## config.mk

```make
export PLATFORM = sky130hd
export DESIGN_NAME = hack_alu
export DESIGN_NICKNAME = d
export VERILOG_FILES = /design/src/rtl/hack_alu.sv
export SDC_FILE = /design/constraint.sdc
export NUM_CORES = 1
export LEC_CHECK = 0
export CORE_MARGIN = 2
export CORE_UTILIZATION = 40
export CTS_CLUSTER_SIZE = 10
export DETAILED_ROUTE_END_ITERATION = 6
export PLACE_DENSITY = 0.79
export SYNTH_ARGS = -nofsm -noshare
export SYNTH_HDL_FRONTEND = slang
export SYNTH_SLANG_ARGS = --single-unit
```

## constraint.sdc

```tcl
create_clock -name clk -period 5.3 [get_ports clk]
set_input_delay 0.53 -clock clk [delete_from_list [all_inputs] [get_ports clk]]
set_output_delay 0.53 -clock clk [all_outputs]
set_load 0.01 [all_outputs]
```

## src/rtl/hack_alu.sv

```systemverilog
// hack_alu: Hack-platform ALU datapath with combinational result/flags and
// a registered copy for the next pipeline stage.
// Optional feature macro: HACK_ALU_EXT_FLAGS_EN adds carry (cy) and signed
// overflow (ov) flags plus their registered copies (cy_q, ov_q).
module hack_alu #(
  parameter int WIDTH = 16
) (
  input  logic             clk,
  input  logic             rst_n,
  input  logic [WIDTH-1:0] x,
  input  logic [WIDTH-1:0] y,
  input  logic             zx,
  input  logic             nx,
  input  logic             zy,
  input  logic             ny,
  input  logic             f,
  input  logic             no,
  output logic [WIDTH-1:0] out,
  output logic             zr,
  output logic             ng,
  output logic [WIDTH-1:0] out_q,
  output logic             zr_q,
  output logic             ng_q
`ifdef HACK_ALU_EXT_FLAGS_EN
  ,
  output logic             cy,
  output logic             ov,
  output logic             cy_q,
  output logic             ov_q
`endif
);

  logic [WIDTH-1:0] xa, xb, ya, yb, sum, r;

`ifdef HACK_ALU_EXT_FLAGS_EN
  // The adder is one bit wider so the carry out of the MSB can be observed.
  logic [WIDTH:0] sum_ext;
  assign sum_ext = {1'b0, xb} + {1'b0, yb};
  assign sum     = sum_ext[WIDTH-1:0];
`else
  // Carry out of the MSB is simply dropped, giving two's-complement wrap.
  assign sum = xb + yb;
`endif

  // Operand conditioning, function select and final negation.
  always_comb begin
    xa  = zx ? '0 : x;
    xb  = nx ? ~xa : xa;
    ya  = zy ? '0 : y;
    yb  = ny ? ~ya : ya;
    r   = f ? sum : (xb & yb);
    out = no ? ~r : r;
  end

  // Flags are taken from the final result, after the optional negation.
  always_comb begin
    zr = (out == '0);
    ng = out[WIDTH-1];
  end

`ifdef HACK_ALU_EXT_FLAGS_EN
  // Carry and overflow describe the adder itself, so they ignore no and
  // read as zero whenever the AND function is selected.
  always_comb begin
    cy = f & sum_ext[WIDTH];
    ov = f & (xb[WIDTH-1] == yb[WIDTH-1]) & (sum[WIDTH-1] != xb[WIDTH-1]);
  end
`endif

  // Output pipeline register; reset clears it immediately, without a clock.
  always_ff @(posedge clk or negedge rst_n) begin
    if (!rst_n) begin
      out_q <= '0;
      zr_q  <= 1'b0;
      ng_q  <= 1'b0;
    end else begin
      out_q <= out;
      zr_q  <= zr;
      ng_q  <= ng;
    end
  end

`ifdef HACK_ALU_EXT_FLAGS_EN
  // Registered copies of the extended flags, cleared alongside the result.
  always_ff @(posedge clk or negedge rst_n) begin
    if (!rst_n) begin
      cy_q <= 1'b0;
      ov_q <= 1'b0;
    end else begin
      cy_q <= cy;
      ov_q <= ov;
    end
  end
`endif

endmodule

```

==> impl_metrics.toml <==
[outcome]
status = "finished clean"

[synth]
async_flop_share = 1.00
synth_cell_types = 62
yosysWarnings = 0
synthCells = 284
synth_area_um2 = 2440
synth_area_leader_cell = "dfrtp_1"
yosys-top-cells-area = "dfrtp_1 (17%), xnor2_1 (17%), nand2b_1 (8.5%)"
avgSynthCellArea_um2 = 8.60
syn_nets = 341
ys_seq_area_frac = 0.174
synth_edf_count = 0
synth-seq-cells = 17
synth_top_flop_cell = "dfrtp_1"
synth.top_cell.area_share = 0.174

[drt]
first_iter_violations = 159
wl_per_cell_um = 13.4
ant_nets = 0
vias = 2281
routed_wl_um = 5650
drc_errors = 0
via_per_inst = 5.41
drtPass1Iterations = 4

[layout]
diodes = 0
final_area_um2 = 3250
fin_nets = 405
area.growth.synth_to_final_pct = 33.1
final_cells = 422
drive_gt1_frac = 0.0720

[place]
gp_congestion = 0.892
dpl.hpwl_um = 4840
placed_area_um2 = 3200
port_buffers = 75
dp_cells = 418

[clock_network]
cts_hold_buf = 0
h-tree-depth = 1
post_cts.repair.setup_buffers = 0
clock-sinks = 17
cts_tree = "built"
clk_pin_slew_ns = 0.05
cts-root-buf = "clkbuf_8"
cts-resized-gates = 0
cts_buffers = 3
clock_path_buffers = 2

[floorplan]
io_pins = 76
start_util = 0.412
dieArea_um2 = 6740
die_h_um = 82.1
die_w_um = 82.1
core-area_um2 = 5920
rows = 28

[critical_path]
cp.depth = 13
worst_ep_required_time_ns = 4.77
start_kind = "input port"
crit_top_cell = "clkdlybuf4s50_1"
critical_path.top_delay_family = "compound AO/OA/AOI/OAI gates"
critPathBufInv = 2
critPathKind = "input port to output port"
crit_chain = "clkdlybuf4s50_1, nand2b_1, xnor2_1, ha_1, fa_1, a21o_2, a221oi_2, o2111ai_1, a21oi_1, a311oi_1, or4b_1, a211oi_2, clkdlybuf4s50_1"
setup.worst_path.end_class = "output port"
slowest_delay_ns = 0.59
arrival_ns = 4.49
crit_path_max_fanout = 5
crit_path_top_delay_cell = "or4b_1"

[sta]
rsz0062_at_grt = "no"
fin_crit_sh = 0.948
tightest_slew_ns = 0.682
slew_headroom = 0.543
tns_ns = 0
timing.fmax_mhz = 199
hold_slack_ns = 0.699
fin_crit_ns = 5.02
setup_viol = 0
slew_violations = 0
final_hold_viol_count = 0

[job]
cap_viol_max_count = 0

[global_routing]
antenna_found_initial = 0
groute.usage.overall = 0.171
grt_pass1_vias = 2081
grt_first_pass_wirelength_um = 9340
grt-ovfl-total = 0
grt_start_max_net_pins = 22

[power_and_ir_drop]
power_density_nw_per_um2 = 270
total_power_w = 0.000877
power_leakage_nw = 1.23
vdd_drop_max_uv = 178

[worst_hold_path]
worstHoldPathType = "input port to asynchronous set/reset pin"
==> where the power goes <==
part           internal (W)  switching, W
sequential         0.000166    0.00000844
combinational      0.000313      0.000302
clock             0.0000531     0.0000355
total              0.000532      0.000346
==> cell usage after synthesis, types with 4 or more instances <==
master    count
xnor2_1      47
nand2b_1     33
dfrtp_1      17
ha_1         16
nand2_1      13
nor2_1       13
a21oi_1      12
nand3_1       9
buf_2         6
clkbuf_1      6
a21o_1        5
buf_4         5
mux2i_1       5
nand4_1       5
nor2b_1       5
inv_1         4
o21ai_0       4
xor2_1        4
==> kinds of logic (layout without fill, tap and decap cells) <==
group | after synthesis | after routing | share of synthesized area
adder cells (fa/ha/maj) | 17 | 17 | 0.0902
multiplexers | 7 | 7 | 0.0343
flip-flops | 17 | 17 | 0.174
AO/OA/AOI/OAI | 60 | 60 | 0.188
buffers and inverters | 28 | 91 | 0.0630
AND/OR/NAND/NOR | 104 | 104 | 0.267
XOR/XNOR | 51 | 51 | 0.183
==> through the flow <==
step                      setup WS [ns]   util
after floorplan                    1.04      -
after global placement            0.291  0.541
after detailed placement          0.261  0.541
after CTS                         0.238  0.549
after global routing            0.00132  0.549
final                             0.277  0.549
==> cells in the final DEF, fill, tap and decap left out, drive strengths merged, types with 7 or more instances in the layout <==
cell type,netlist,layout
nand3,9,9
a21oi,13,13
buf,17,7
xnor2,47,47
clkdlybuf4s50,0,75
o21ai,7,7
dfrtp,17,17
nand2,13,13
nor2,13,13
ha,16,16
nand2b,33,33
==> final timing paths <==
kind                        from        end  slack, ns
worst max-delay path          zy         zr       0.28
worst min-delay path       rst_n   out_q[4]       0.70
max in group asynchronous  rst_n  out_q[11]       4.18
min in group clk              no       zr_q       1.32
==> state kept, by name, summed over array words and instances, names as in the netlist <==
name / flops
zr_q: 1
ng_q: 1
out_q: 15
==> metal layers <==
metal  wire length (um)  up-vias  track usage
li1                   -     1144            -
met1               2450     1029        0.223
met2               2660      100        0.301
met3                461        8       0.0130
met4                 82        0       0.0517
met5                  0        -            0
==> area by class of cell <==
type / instances / area (um^2)
Fill cell: 570 / 2670
Multi-Input combinational cell: 239 / 1860
Timing Repair Buffer: 82 / 803
Sequential cell: 17 / 425
Tap cell: 75 / 93.8
Clock buffer: 4 / 45.0
Inverter: 5 / 18.8
Power figures use the tool's default switching activity.
